==> config.mk <==
export PLATFORM = sky130hd
export DESIGN_NAME = coin_pulse_emitter
export DESIGN_NICKNAME = d
export VERILOG_FILES = /design/src/rtl/coin_pulse_emitter.sv
export SDC_FILE = /design/constraint.sdc
export NUM_CORES = 1
export LEC_CHECK = 0
export ABC_CLOCK_PERIOD_IN_PS = 3200
export BUFFER_PORTS_ARGS = -buffer_cell sky130_fd_sc_hd__buf_2
export CAP_MARGIN = 20
export CELL_PAD_IN_SITES_DETAIL_PLACEMENT = 1
export CELL_PAD_IN_SITES_GLOBAL_PLACEMENT = 2
export CORE_MARGIN = 1
export CORE_UTILIZATION = 33
export DETAILED_ROUTE_END_ITERATION = 10
export PLACE_DENSITY_LB_ADDON = 0.05
export SYNTH_ARGS = -nofsm -noshare
export SYNTH_HDL_FRONTEND = slang
export SYNTH_SLANG_ARGS = --single-unit
==> constraint.sdc <==
create_clock -name clk -period 3.2 [get_ports clk]
set_input_delay 0.64 -clock clk [delete_from_list [all_inputs] [get_ports clk]]
set_output_delay 0.64 -clock clk [all_outputs]
set_load 0.01 [all_outputs]
==> src/rtl/coin_pulse_emitter.sv <==
// Serial coin pay-out: greedily splits a cent amount into quarters, dimes and
// nickels and emits each coin as one high pulse whose width identifies it.
module coin_pulse_emitter #(
  parameter int AMOUNT_W       = 7,
  parameter int DIME_CYCLES    = 3,
  parameter int NICKEL_CYCLES  = 7,
  parameter int QUARTER_CYCLES = 11,
  parameter int GAP_CYCLES     = 3
) (
  input  logic                clk,
  input  logic                reset,
  input  logic                start,
  input  logic [AMOUNT_W-1:0] amount,
  output logic                ready,
  output logic                coinPulse,
  output logic [1:0]          coinType,
  output logic [3:0]          coinCount,
  output logic                done,
  output logic [2:0]          residue,
  output logic [2:0]          state_dbg
);

  localparam int MAX_DN  = (DIME_CYCLES > NICKEL_CYCLES) ? DIME_CYCLES : NICKEL_CYCLES;
  localparam int MAX_DNQ = (MAX_DN > QUARTER_CYCLES) ? MAX_DN : QUARTER_CYCLES;
  localparam int MAX_ALL = (MAX_DNQ > GAP_CYCLES) ? MAX_DNQ : GAP_CYCLES;
  localparam int CNT_W   = $clog2(MAX_ALL + 1);

  localparam logic [1:0] COIN_NONE    = 2'd0;
  localparam logic [1:0] COIN_NICKEL  = 2'd1;
  localparam logic [1:0] COIN_DIME    = 2'd2;
  localparam logic [1:0] COIN_QUARTER = 2'd3;

  typedef enum logic [2:0] {
    IDLE   = 3'd0,
    SELECT = 3'd1,
    PULSE  = 3'd2,
    GAP    = 3'd3,
    DONE   = 3'd4
  } state_t;

  state_t              state, state_n;
  logic [AMOUNT_W-1:0] rem, rem_n;
  logic [CNT_W-1:0]    cnt, cnt_n;
  logic                pulse_n;
  logic [1:0]          type_n;
  logic [3:0]          count_n;
  logic                done_n;
  logic [2:0]          residue_n;

  logic [1:0]          sel_type;
  logic [AMOUNT_W-1:0] sel_rem;
  logic [CNT_W-1:0]    sel_len;
  logic                do_select;

  // Handshake: start is taken only on an edge where ready=1 (IDLE); at any
  // other time start and amount are ignored and nothing is queued.
  assign ready     = (state == IDLE);
  assign state_dbg = state;

  always_ff @(posedge clk) begin
    if (!reset) begin
      state     <= IDLE;
      rem       <= '0;
      cnt       <= '0;
      coinPulse <= 1'b0;
      coinType  <= COIN_NONE;
      coinCount <= 4'd0;
      done      <= 1'b0;
      residue   <= 3'd0;
    end else begin
      state     <= state_n;
      rem       <= rem_n;
      cnt       <= cnt_n;
      coinPulse <= pulse_n;
      coinType  <= type_n;
      coinCount <= count_n;
      done      <= done_n;
      residue   <= residue_n;
    end
  end

  // Greedy coin choice; each subtraction is guarded by its compare.
  always_comb begin
    sel_type = COIN_NONE;
    sel_rem  = rem;
    sel_len  = '0;
    if (rem >= AMOUNT_W'(25)) begin
      sel_type = COIN_QUARTER;
      sel_rem  = rem - AMOUNT_W'(25);
      sel_len  = CNT_W'(QUARTER_CYCLES - 1);
    end else if (rem >= AMOUNT_W'(10)) begin
      sel_type = COIN_DIME;
      sel_rem  = rem - AMOUNT_W'(10);
      sel_len  = CNT_W'(DIME_CYCLES - 1);
    end else if (rem >= AMOUNT_W'(5)) begin
      sel_type = COIN_NICKEL;
      sel_rem  = rem - AMOUNT_W'(5);
      sel_len  = CNT_W'(NICKEL_CYCLES - 1);
    end
  end

  always_comb begin
    state_n   = state;
    rem_n     = rem;
    cnt_n     = cnt;
    pulse_n   = coinPulse;
    type_n    = coinType;
    count_n   = coinCount;
    done_n    = 1'b0;
    residue_n = residue;
    do_select = 1'b0;

    case (state)
      IDLE: begin
        if (start) begin
          rem_n   = amount;
          count_n = 4'd0;
          state_n = SELECT;
        end
      end
      SELECT: do_select = 1'b1;
      PULSE: begin
        if (cnt == '0) begin
          pulse_n = 1'b0;
          type_n  = COIN_NONE;
          cnt_n   = CNT_W'(GAP_CYCLES - 1);
          state_n = GAP;
        end else begin
          cnt_n = cnt - 1'b1;
        end
      end
      GAP: begin
        // The last gap cycle doubles as the next coin decision.
        if (cnt == '0) begin
          do_select = 1'b1;
        end else begin
          cnt_n = cnt - 1'b1;
        end
      end
      DONE: begin
        residue_n = 3'd0;
        state_n   = IDLE;
      end
      default: state_n = IDLE;
    endcase

    if (do_select) begin
      if (sel_type != COIN_NONE) begin
        pulse_n = 1'b1;
        type_n  = sel_type;
        count_n = coinCount + 4'd1;
        rem_n   = sel_rem;
        cnt_n   = sel_len;
        state_n = PULSE;
      end else begin
        residue_n = rem[2:0];
        done_n    = 1'b1;
        state_n   = DONE;
      end
    end
  end

endmodule

Yosys cells after proc, flatten, opt, wreduce, memory -nomap -nowiden:

Index checks and enable logic that the tools add are counted.

* flip-flop bits (word level): 25
* bits in latches: 0
* bits in writable memories: 0
* ROM bits: 0
* output and inout port bits: 15
* word-level logic and storage cells: 71
* memories kept: 0

* $add $sub $neg: 5
* multiply operators: 0
* div/mod/pow operators: 0
* $lt $le $gt $ge: 3
* equal/unequal tests: 8
* shift-type cells: 0
* muxes and demuxes: 41
* bitwise logic cells: 0
* reduce and logical (&&, ||, !) cells: 6

Operators by type and width (number)
* two-way mux 7 bit: 7
* two-way mux 4 bit: 9
* two-way mux 3 bit: 9
* two-way mux 2 bit: 6
* case mux 3 bit (3 select lines): 1
* case mux 4 bit (2 select lines): 1
* greater-or-equal comparator 7 x 3 -> 1 bit (second input constant): 1
* greater-or-equal comparator 7 x 4 -> 1 bit (second input constant): 1
* greater-or-equal comparator 7 x 5 -> 1 bit (second input constant): 1
* two-way mux 1 bit: 7
* subtractor 7 x 3 -> 7 bit (second input constant): 1
* subtractor 7 x 4 -> 7 bit (second input constant): 1
* subtractor 7 x 5 -> 7 bit (second input constant): 1
* == test 3 x 2 -> 1 bit (second input constant): 2
* != test 5 bit (second input constant): 1
* adder 4 x 1 -> 4 bit (second input constant): 1
* logical NOT 4 bit: 1
* subtractor 4 x 1 -> 4 bit (second input constant): 1
* == test 3 x 1 -> 1 bit (second input constant): 1
* == test 3 bit (second input constant): 1
* logical NOT 3 bit: 1
* != test 3 x 2 -> 1 bit (second input constant): 1
* != test 3 bit (second input constant): 1
* AND reduction 3 bit: 1
* 5 further kinds: 5

Depth between registers and ports, before layout:

Gate-level depths: netlist (run 1).

* word-level depth: 7
* mapped depth: 9
* gate-level depth less buffers: 9

Least setup slack after synthesis (run 1):

Ideal clock, no wire load.

* kind: flip-flop to flip-flop
* start point: reg rem[2]
* end point: reg rem[4]
* setup time: 0.062 ns
* data arrival time: 2.265 ns
* slack: 0.873 ns
* cell stages (with the launch flop): 9
* buffers on the path: 1
* cells stage by stage: dfxtp_1 -> buf_2 -> inv_1 -> ha_1 -> a21boi_0 -> o211ai_1 -> mux2_1 -> or4b_1 -> nand3_1

* cells in the longest elaborated chain, start to end: 7
* elaborated cells on any way between the ends: 16

RTL lines
* start, declared: line 42 `logic [AMOUNT_W-1:0] rem, rem_n;`
* start signal, assigned: line 72 `rem <= rem_n;`
* greater-or-equal comparator 7 x 3 -> 1 bit: line 95 `end else if (rem >= AMOUNT_W'(5)) begin`
* two-way mux 1 bit: line 95
* two-way mux 2 bit: line 91 `end else if (rem >= AMOUNT_W'(10)) begin`
* two-way mux 2 bit: line 87 `if (rem >= AMOUNT_W'(25)) begin`
* nonzero test 2 bit: line 148 `if (sel_type != COIN_NONE) begin`
* two-way mux 7 bit: line 148
* two-way mux 7 bit: line 147 `if (do_select) begin`

Parallel ways exist; a longest one is shown, timed or not. The select of a mux whose other input is x is not followed.
A chain may end at the register's enable or synchronous reset.

Final worst setup path (run 1):

Ends and elaborated chain as after synthesis.

==> out/metrics.csv, run 1 <==
stage,metric,value,unit
die,Std-Cell Rows,25,
worst_setup_path,crit-path cells,inv_1 > ha_1 > a21boi_0 > o211ai_1 > mux2_1 > or4b_1 > nand3_1,
power_and_ir_drop,LEAKAGE,0.790,nW
worst_setup_path,WP data arrival,2.97,ns
drt,DR vias/cell,5.44,
timing,Fmax achieved,363,MHz
global_route,GRT Overall Usage,19.4,%
synthesis,Mapped Nets,228,
drt,vias,1589,
die,initial core utilization,35.0,%
global_route,first-pass GRT wire length,7960,um
timing,final hold vios,0,
worst_setup_path,CP required,3.42,ns
finish,ant diodes,0,
timing,final slew viol count,0,
placed_design,DP HPWL,3640,um
worst_setup_path,startpoint type of the worst setup path,flop,
placed_design,Placed Area,1830,sq um
synthesis,"Seq/Total Area, Yosys",29.9,%
finish,fraction of layout cells with a size suffix above 1,19.1,%
die,die area,5360,sq um
drt,drt pass-1 iters,4,
synthesis,post-synth top area share,29.9,%
timing,final setup fails,0,
clock_network,CTS sink cnt,25,
synthesis,Post-synth ARST share,0,%
timing,slew margin rel.,53.0,%
synthesis,Mapped Cells,208,
min_path,Worst Hold Class,reg -> reg,
synthesis,Yosys cell types,54,
finish,fin area,1880,sq um
worst_setup_path,CP endpoint kind,flop,
global_route,vias in the first global route,1587,
synthesis,ys flop type,dfxtp_1,
status,status,completed,
worst_setup_path,Slowest cell on crit path,o211ai_1,
die,core box area,4790,sq um
synthesis,Post-synth EDFFs,0,
timing,setup TNS,0,ns
power_and_ir_drop,maximum vdd drop,0.000315,V
worst_setup_path,CP max FO,13,
job,Max-Cap Viols,0,
clock_network,Clock H-tree levels,1,
synthesis,ranking of synthesized cells by area,"dfxtp_1 (30%), ha_1 (7.5%), a21oi_1 (6.0%)",
worst_setup_path,largest stage delay on the critical path,0.59,ns
drt,routed len/inst,16.5,um
power_and_ir_drop,Seq pwr share,32.1,%
clock_network,clock tree from TritonCTS,built,
global_route,largest net degree at the start of global routing,18,
die,Chip Width,73.2,um
clock_network,cts hold-fix bufs,0,
finish,Nets,246,
clock_network,cts repair resizes,0,
synthesis,Synth area leader,dfxtp_1,
synthesis,Synth Area per Inst,8.04,sq um
worst_setup_path,kind of critical path,reg -> reg,
timing,RSZ-0062 raised after global routing,false,
timing,final worst-path cycle share,86.1,%
global_route,grt total ovfl,0,
synthesis,Synth Cell Area,1670,sq um
synthesis,register bit total from synthesis,25,
power_and_ir_drop,Net Switching,0.000764,W
power_and_ir_drop,Sw Share,48.0,%
synthesis,Yosys warning count,0,
placed_design,IO Port Bufs,24,
global_route,antenna violations before repair,0,
timing,Fin Clk Skew,0.00584,ns
power_and_ir_drop,Int Pwr,0.000827,W
die,chip height,73.2,um
die,I/O pins,25,
clock_network,CTS Buf Count,3,
drt,Detail Route Antenna Nets,0,
power_and_ir_drop,clock power share,12.3,%
drt,DR DRC count,0,
clock_network,Clock Path Buffers,2,
clock_network,root buf cell,clkbuf_8,
power_and_ir_drop,power per cell area,845,nW/um^2
timing,crit path time final,2.76,ns
finish,Area Growth Syn to Fin,12.6,%
clock_network,clock-pin slew reported for the worst setup and hold paths after clock tree synthesis,0.10,ns
drt,"wirelength, routed",4810,um
drt,First DRT Iteration DRCs,80,
placed_design,GPL Wtd Cong,0.764,
power_and_ir_drop,combinational share of power,55.6,%
timing,Worst-Margin Slew,0.703,ns
clock_network,Post-CTS Setup Inserts,0,
clock_network,clock latency on the worst-skew pair,0.27,ns
==> worst max-delay path, delay by kind of cell, from the launching register on <==
kind / cells / cell delay, ns
flip-flops: 1 / 0.58
AND/OR/NAND/NOR: 2 / 0.60
multiplexers: 1 / 0.41
buffers and inverters: 1 / 0.15
adder cells (fa/ha/maj): 1 / 0.24
AO/OA/AOI/OAI: 2 / 0.73
==> cell usage in the layout, fill, tap and decap left out, types with 3 or more instances in the layout <==
cell	netlist	routed
a31oi_1	3	3
nor3_1	5	5
nand3_1	8	8
inv_1	9	9
ha_1	10	10
nand2b_1	3	3
dfxtp_1	25	25
o21a_1	3	3
nand2_1	21	21
a22o_1	3	3
and3_1	4	4
buf_2	4	24
o211ai_1	5	5
mux2i_1	3	3
o21ai_1	3	3
a211oi_1	3	3
clkbuf_8	0	3
nor2_1	18	18
a21oi_1	20	20
mux2_2	3	3
==> per-layer routing <==
metal | track usage [%] | share of wire [%]
met5 | 0 | 0
met4 | 5.88 | 1.2
met3 | 2.07 | 1.4
met2 | 32.9 | 50
met1 | 25.9 | 47
==> power groups by stage <==
stage	registers, W	clock network (W)	logic, W
2_1_floorplan	0.000447	0	0.000721
3_3_place_gp	0.000510	0	0.000870
3_5_place_dp	0.000517	0	0.000881
4_1_cts	0.000510	0.000206	0.000889
5_1_grt	0.000529	0.000220	0.000981
6_report	0.000511	0.000196	0.000884
==> synthesized netlist by cell type (3+ instances only) <==
library cell / n
ha_1: 10
nor3_1: 5
o21ai_1: 3
a22o_1: 3
o211ai_1: 5
clkbuf_1: 8
and3_1: 4
nor2_1: 18
inv_1: 9
nand3_1: 8
nand2_1: 21
mux2_2: 3
nand2b_1: 3
a211oi_1: 3
o21a_1: 3
mux2i_1: 3
buf_2: 4
a21oi_1: 20
a31oi_1: 3
dfxtp_1: 25
==> cells by family after synthesis <==
family	after synthesis	share of synthesized area [%]
AO/OA/AOI/OAI	60	25.0
XOR/XNOR	4	2.09
adder cells (fa/ha/maj)	10	7.48
buffers and inverters	22	5.24
flip-flops	25	29.9
multiplexers	7	4.49
AND/OR/NAND/NOR	80	25.8
==> metrics by stage <==
| step | instances | worst slack (ns) | hold slack (ns) | total power, W | utilization [%] |
|---|---|---|---|---|---|
| 2_1_floorplan | 208 | 0.873 | 0.481 | 0.00117 | - |
| 3_3_place_gp | 288 | 0.608 | 0.444 | 0.00138 | 38.3 |
| 3_5_place_dp | 288 | 0.514 | 0.453 | 0.00140 | 38.3 |
| 4_1_cts | 292 | 0.448 | 0.468 | 0.00161 | 39.3 |
| 5_1_grt | 292 | 0.249 | 0.486 | 0.00173 | 39.3 |
| 6_report | 292 | 0.445 | 0.470 | 0.00159 | 39.3 |
==> sequential cells by signal, summed over array words and instances (netlist names) <==
name / cells
rem: 7
cnt: 4
coinCount: 4
residue: 3
state_dbg: 3
coinType: 2
coinPulse: 1
done: 1
==> path summary, 6_finish.rpt <==
check | from | end | slack (ns) | cells past startpoint
worst max-delay path | rem[2]$_SDFFE_PN0P_ | rem[4]$_SDFFE_PN0P_ | 0.44 | 7
worst min-delay path | coinPulse$_SDFF_PN0_ | coinPulse$_SDFF_PN0_ | 0.47 | 2
worst max register to register | rem[2]$_SDFFE_PN0P_ | rem[4]$_SDFFE_PN0P_ | 0.44 | 7
worst min register to register | coinPulse$_SDFF_PN0_ | coinPulse$_SDFF_PN0_ | 0.47 | 2
==> layout make-up <==
| cell class | instances | area [sq um] |
|---|---|---|
| repair buffers | 25 | 128 |
| fillers | 590 | 2900 |
| clock buffers | 3 | 41.3 |
| well taps | 67 | 83.8 |
| multi-input cells | 161 | 1080 |
| clock inverters | 1 | 7.51 |
| inverters | 10 | 37.5 |
| flip-flops and latches | 25 | 500 |
Power figures use the tool's default switching activity.
==> run 2, diff against run 1 <==
--- a/config.mk
+++ b/config.mk
@@ -5,13 +5,13 @@
 export SDC_FILE = /design/constraint.sdc
 export NUM_CORES = 1
 export LEC_CHECK = 0
-export ABC_CLOCK_PERIOD_IN_PS = 3200
+export ABC_CLOCK_PERIOD_IN_PS = 3400
 export BUFFER_PORTS_ARGS = -buffer_cell sky130_fd_sc_hd__buf_2
 export CAP_MARGIN = 20
 export CELL_PAD_IN_SITES_DETAIL_PLACEMENT = 1
 export CELL_PAD_IN_SITES_GLOBAL_PLACEMENT = 2
 export CORE_MARGIN = 1
-export CORE_UTILIZATION = 33
+export CORE_UTILIZATION = 36
 export DETAILED_ROUTE_END_ITERATION = 10
 export PLACE_DENSITY_LB_ADDON = 0.05
 export SYNTH_ARGS = -nofsm -noshare
==> constraint.sdc (replaced) <==
create_clock -name clk -period 3.4 [get_ports clk]
set_input_delay 0.68 -clock clk [delete_from_list [all_inputs] [get_ports clk]]
set_output_delay 0.68 -clock clk [all_outputs]
set_load 0.01 [all_outputs]
==> run 2 against run 1 <==
Fmax increased by 3.0%. Worst setup slack improved by 0.28 ns. Utilization is 2.7 points higher. Die area decreased by 8.1%. Register-to-register slack improved by 0.28 ns. Worst hold slack got worse by 0.0096 ns. Clock skew decreased by 0.0029 ns. Sequential power decreased by 5.9%. Combinational power fell by 5.8%. Wire length rose by 1.7%.
==> out/metrics.csv, run 2 (same netlist as run 1, synthesis figures left out) <==
stage,metric,value,unit,change
placed_design,IO Port Bufs,24,,unchanged
timing,Fin Clk Skew,0.00297,ns,-0.00286 ns
placed_design,Cells after DPL,272,,-5.6%
finish,"commonest non-fill, non-tap cell in the layout",dfxtp_1,,
placed_design,GPL Wtd Cong,0.820,,+7.4%
drt,Detail Route Antenna Nets,0,,unchanged
timing,final slew viol count,0,,unchanged
die,initial core utilization,37.9,%,+2.9 points
clock_network,cts hold-fix bufs,0,,unchanged
drt,First DRT Iteration DRCs,92,,+15%
job,Max-Cap Viols,0,,unchanged
status,status,completed,,
worst_setup_path,CP max FO,13,,unchanged
global_route,vias in the first global route,1569,,-1.1%
clock_network,clock latency on the worst-skew pair,0.28,ns,about the same
timing,RSZ-0062 raised after global routing,false,,
timing,setup TNS,0,ns,unchanged
drt,routed len/inst,17.7,um,+7.6%
finish,Largest regs,"rem (7), cnt (4), coinCount (4)",,
die,Std-Cell Rows,24,,-4.0%
power_and_ir_drop,maximum vdd drop,0.000324,V,+2.9%
clock_network,cts repair resizes,0,,unchanged
clock_network,clock tree from TritonCTS,built,,
die,Chip Width,70.2,um,-4.1%
finish,fin area,1860,sq um,-1.3%
drt,"wirelength, routed",4890,um,+1.7%
finish,Area Growth Syn to Fin,11.1,%,
global_route,GRT Overall Usage,20.3,%,+0.84 points
clock_network,clock-pin slew reported for the worst setup and hold paths after clock tree synthesis,0.10,ns,about the same
global_route,first-pass GRT wire length,7850,um,-1.4%
power_and_ir_drop,Int Pwr,0.000779,W,-5.8%
power_and_ir_drop,combinational share of power,55.3,%,-0.3 points
timing,slew margin rel.,51.1,%,-1.9 points
drt,vias,1594,,+0.31%
clock_network,CTS sink cnt,25,,unchanged
timing,final setup fails,0,,unchanged
power_and_ir_drop,LEAKAGE,0.789,nW,-0.11%
timing,final worst-path cycle share,78.7,%,-7.4 points
drt,DR vias/cell,5.78,,+6.1%
placed_design,DP HPWL,3710,um,+1.9%
finish,final cell count without fillers,276,,-5.5%
finish,Nets,245,,-0.41%
drt,drt pass-1 iters,4,,unchanged
power_and_ir_drop,Pwr Total,0.00151,W,-5.3%
die,core box area,4410,sq um,-7.8%
timing,final hold slack,0.461,ns,-0.00965 ns
clock_network,Clock Path Buffers,2,,unchanged
drt,DR DRC count,0,,unchanged
global_route,largest net degree at the start of global routing,18,,unchanged
clock_network,Clock H-tree levels,1,,unchanged
worst_setup_path,WP data arrival,2.90,ns,-0.07 ns
power_and_ir_drop,power per cell area,811,nW/um^2,-4.0%
power_and_ir_drop,clock power share,12.7,%,+0.4 points
timing,Worst-Margin Slew,0.733,ns,+0.0304 ns
power_and_ir_drop,Seq pwr share,32.0,%,about the same
die,die area,4920,sq um,-8.1%
worst_setup_path,startpoint type of the worst setup path,flop,,
power_and_ir_drop,Sw Share,48.3,%,+0.27 points
die,chip height,70.2,um,-4.1%
clock_network,root buf cell,clkbuf_8,,
global_route,grt total ovfl,0,,unchanged
finish,"Most flops, register",rem,,
clock_network,Post-CTS Setup Inserts,0,,unchanged
timing,final hold vios,0,,unchanged
finish,ant diodes,0,,unchanged
finish,max reg flops,7,,unchanged
placed_design,Placed Area,1810,sq um,-1.4%
die,I/O pins,25,,unchanged
timing,Fmax achieved,374,MHz,+3.0%
worst_setup_path,CP endpoint kind,flop,,
timing,crit path time final,2.68,ns,-0.0791 ns
min_path,Worst Hold Class,reg -> reg,,
global_route,antenna violations before repair,0,,unchanged
worst_setup_path,kind of critical path,reg -> reg,,
power_and_ir_drop,Net Switching,0.000728,W,-4.8%
clock_network,CTS Buf Count,3,,unchanged
worst_setup_path,CP required,3.62,ns,+0.20 ns
finish,fraction of layout cells with a size suffix above 1,18.8,%,-0.36 points
finish,"commonest non-fill, non-tap cells in the layout","dfxtp_1 (25), buf_2 (24), nand2_1 (21)",,
[run 2: cell types whose count changed in the layout (fill, tap and decap cells not counted)]
cell	before	now
inv_6	0	1
buf_4	1	0
clkinvlp_4	1	0
[run 2: layer usage]
metal  routed length, um  global-route usage, %
met5                   0                      0
met4                  27                   3.11
met3                 209                   3.75
met2                2190                   32.1
met1                2460                   29.2
[run 2: power groups by stage]
stage	sequential, W	clock, W	combinational (W)
finish	0.000481	0.000192	0.000833
global route	0.000496	0.000209	0.000915
CTS	0.000481	0.000200	0.000837
detailed placement	0.000487	0	0.000832
global placement	0.000483	0	0.000808
floorplan	0.000421	0	0.000679
[run 2: critical path, stage by stage, from the launching register on]
cell	delay [ns]
dfxtp_1	0.57
inv_1	0.14
ha_1	0.24
a21boi_0	0.13
o211ai_1	0.55
mux2_1	0.40
or4b_1	0.50
nand3_1	0.09
[run 2: worst paths after layout]
| kind | depth (start not counted) | startpoint | endpoint | slack [ns] |
|---|---|---|---|---|
| max reg2reg | 7 | rem[2]$_SDFFE_PN0P_ | rem[4]$_SDFFE_PN0P_ | 0.72 |
| min reg2reg | 2 | coinPulse$_SDFF_PN0_ | coinPulse$_SDFF_PN0_ | 0.46 |
| max | 7 | rem[2]$_SDFFE_PN0P_ | rem[4]$_SDFFE_PN0P_ | 0.72 |
| min | 2 | coinPulse$_SDFF_PN0_ | coinPulse$_SDFF_PN0_ | 0.46 |
[run 2: final cells by class]
cell class,count,area [sq um]
inverter,10,37.5
timing repair buffer,24,120
sequential,25,500
multi-input combinational,161,1080
fill,569,2560
tap,52,65.1
clock inverter,1,8.76
clock buffer,3,41.3
[run 2: metrics by stage]
stage	utilization (%)	setup WS, ns
global route	42.1	0.570
CTS	42.1	0.722
floorplan	-	1.07
detailed placement	41.0	0.757
finish	42.1	0.724
global placement	41.0	0.851
==> run 3, diff against run 2 <==
--- a/config.mk
+++ b/config.mk
@@ -5,13 +5,13 @@
 export SDC_FILE = /design/constraint.sdc
 export NUM_CORES = 1
 export LEC_CHECK = 0
-export ABC_CLOCK_PERIOD_IN_PS = 3400
+export ABC_CLOCK_PERIOD_IN_PS = 2200
 export BUFFER_PORTS_ARGS = -buffer_cell sky130_fd_sc_hd__buf_2
 export CAP_MARGIN = 20
 export CELL_PAD_IN_SITES_DETAIL_PLACEMENT = 1
 export CELL_PAD_IN_SITES_GLOBAL_PLACEMENT = 2
 export CORE_MARGIN = 1
-export CORE_UTILIZATION = 36
+export CORE_UTILIZATION = 30
 export DETAILED_ROUTE_END_ITERATION = 10
 export PLACE_DENSITY_LB_ADDON = 0.05
 export SYNTH_ARGS = -nofsm -noshare
==> constraint.sdc (replaced) <==
create_clock -name clk -period 2.2 [get_ports clk]
set_input_delay 0.44 -clock clk [delete_from_list [all_inputs] [get_ports clk]]
set_output_delay 0.44 -clock clk [all_outputs]
set_load 0.01 [all_outputs]
==> run 3 against run 2 <==
Global-route usage shrank 1.7 points. Fmax grew 29%. Via count increased by 4.2%. Combinational power rose by 87%. Non-clock buffer count is 21 higher.
==> out/metrics.csv, run 3 (same netlist as run 1, synthesis figures left out) <==
stage,metric,value,unit,change
worst_setup_path,Slowest cell on crit path,or4b_1,,
worst_setup_path,CP required,2.40,ns,-1.22 ns
placed_design,Post-Place Setup Slack,0.0589,ns,-0.698 ns
power_and_ir_drop,combinational share of power,61.1,%,+5.8 points
die,die area,5880,sq um,+19%
timing,Fmax achieved,481,MHz,+29%
die,Std-Cell Rows,26,,+8.3%
finish,fraction of layout cells with a size suffix above 1,28.6,%,+9.8 points
worst_setup_path,worst path bufs/invs,2,,+1
drt,vias,1661,,+4.2%
timing,final slew viol count,0,,unchanged
global_route,GRT Overall Usage,18.6,%,-1.7 points
placed_design,DP HPWL,4110,um,+11%
timing,Worst-Margin Slew,0.421,ns,-0.313 ns
clock_network,clock-pin slew reported for the worst setup and hold paths after clock tree synthesis,0.10,ns,about the same
power_and_ir_drop,Int Pwr,0.00138,W,+77%
die,core box area,5240,sq um,+19%
clock_network,clock tree from TritonCTS,built,,
finish,fin area,2050,sq um,+10%
clock_network,clock latency on the worst-skew pair,0.28,ns,about the same
finish,"Core Util, Final",39.2,%,-2.9 points
drt,routed len/inst,16.7,um,-5.7%
global_route,largest net degree at the start of global routing,15,,-3
clock_network,Clock Path Buffers,2,,unchanged
drt,Detail Route Antenna Nets,0,,unchanged
timing,Fin Clk Skew,0.00871,ns,+0.00574 ns
placed_design,GPL Wtd Cong,0.876,,+6.8%
global_route,vias in the first global route,1700,,+8.3%
finish,Largest regs,"rem (7), cnt (4), coinCount (4)",,
power_and_ir_drop,clock power share,11.2,%,-1.5 points
timing,final hold vios,0,,unchanged
clock_network,CTS sink cnt,25,,unchanged
global_route,first-pass GRT wire length,8570,um,+9.1%
worst_setup_path,WP data arrival,2.28,ns,-0.62 ns
worst_setup_path,crit-path cells,inv_1 > ha_2 > nor3b_4 > inv_2 > a211o_4 > nor3_4 > or4b_1 > o211ai_1,,
timing,final worst-path cycle share,94.6,%,+16 points
finish,"Most flops, register",rem,,
power_and_ir_drop,LEAKAGE,0.891,nW,+13%
clock_network,root buf cell,clkbuf_8,,
min_path,Worst Hold Class,in -> reg,,
die,initial core utilization,31.9,%,-6.0 points
drt,First DRT Iteration DRCs,123,,+34%
drt,"wirelength, routed",5260,um,+7.6%
power_and_ir_drop,Seq pwr share,27.7,%,-4.3 points
global_route,antenna violations before repair,0,,unchanged
finish,Area Growth Syn to Fin,22.7,%,
timing,setup ws final,0.119,ns,-0.605 ns
placed_design,Placed Area,1980,sq um,+9.4%
drt,DR DRC count,0,,unchanged
drt,drt pass-1 iters,4,,unchanged
placed_design,IO Port Bufs,24,,unchanged
clock_network,CTS Buf Count,3,,unchanged
power_and_ir_drop,maximum vdd drop,0.000341,V,+5.3%
die,Chip Width,76.7,um,+9.3%
status,status,completed,,
global_route,grt total ovfl,0,,unchanged
power_and_ir_drop,Pwr Total,0.00256,W,+70%
finish,"commonest non-fill, non-tap cell in the layout",buf_2,,
placed_design,Cells after DPL,309,,+14%
finish,"commonest non-fill, non-tap cells in the layout","buf_2 (24), dfxtp_1 (23), nand2_1 (20), a21oi_1 (20), buf_4 (20)",,
worst_setup_path,CP endpoint kind,flop,,
job,Max-Cap Viols,0,,unchanged
worst_setup_path,largest stage delay on the critical path,0.45,ns,-0.12 ns
finish,Nets,266,,+8.6%
finish,max reg flops,7,,unchanged
die,chip height,76.7,um,+9.3%
power_and_ir_drop,Net Switching,0.00118,W,+62%
worst_setup_path,"CP delay by family, top",simple AND/OR/NAND/NOR gates,,
worst_setup_path,startpoint type of the worst setup path,flop,,
worst_setup_path,kind of critical path,reg -> reg,,
worst_setup_path,CP max FO,6,,-7
clock_network,Clock H-tree levels,1,,unchanged
finish,ant diodes,0,,unchanged
drt,DR vias/cell,5.27,,-8.7%
finish,final cell count without fillers,315,,+14%
die,I/O pins,25,,unchanged
timing,final setup fails,0,,unchanged
timing,slew margin rel.,72.0,%,+21 points
power_and_ir_drop,power per cell area,1250,nW/um^2,+54%
timing,crit path time final,2.08,ns,-0.595 ns
power_and_ir_drop,Sw Share,46.0,%,-2.3 points
run 3: cell types whose count changed in the layout (fill, tap and decap cells not counted), moves of 2 or more:
cell	before	now
buf_4	0	20
ha_2	0	2
ha_1	10	8
dfxtp_2	0	2
dfxtp_1	25	23
run 3: layer usage:
layer	vias up	part of all wire [%]	GRT usage [%]
met5	-	0	0
met4	0	0.70	4.04
met3	5	3.1	2.38
met2	35	45	29.8
met1	793	51	26.3
li1	828	-	-
run 3: path summary, 6_finish.rpt:
kind	from	to	slack [ns]	cells past startpoint
hold reg to reg	coinPulse$_SDFF_PN0_	coinPulse$_SDFF_PN0_	0.47	2
setup / recovery	cnt[0]$_SDFF_PN0_	rem[3]$_SDFFE_PN0P_	0.12	8
setup reg to reg	cnt[0]$_SDFF_PN0_	rem[3]$_SDFFE_PN0P_	0.12	8
hold / removal	amount[5]	rem[5]$_SDFFE_PN0P_	0.38	3
run 3: layout make-up:
cell class / count / area [sq um]
inverter: 10 / 37.5
timing repair buffer: 45 / 282
fill: 655 / 3190
clock inverter: 1 / 5.00
tap: 70 / 87.6
multi-input combinational: 161 / 1100
sequential: 25 / 503
clock buffer: 3 / 41.3
run 3: metrics by stage:
step | hold slack (ns) | TNS, ns
floorplan | 0.481 | 0
global placement | 0.450 | 0
detailed placement | 0.453 | 0
CTS | 0.375 | 0
global route | 0.376 | -0.0139
finish | 0.379 | 0
run 3: what timing repair did:
action	in CTS	in global routing
buffers inserted	0	2
resized for setup	0	5
hold buffers	0	0
setup endpoints to repair	0	9
run 3: power by group through the flow:
| stage | logic (W) | clock network (W) | registers [W] |
|---|---|---|---|
| 6_report | 0.00156 | 0.000287 | 0.000708 |
| 5_1_grt | 0.00174 | 0.000317 | 0.000732 |
| 4_1_cts | 0.00153 | 0.000298 | 0.000708 |
| 3_5_place_dp | 0.00152 | 0 | 0.000717 |
| 3_3_place_gp | 0.00149 | 0 | 0.000710 |
| 2_1_floorplan | 0.00106 | 0 | 0.000655 |
run 3: worst register-to-register path, stage by stage (launching register included):
cell      delay (ns)
dfxtp_1         0.34
inv_1           0.09
ha_2            0.21
nor3b_4         0.21
inv_2           0.09
a211o_4         0.38
nor3_4          0.14
or4b_1          0.45
o211ai_1        0.09
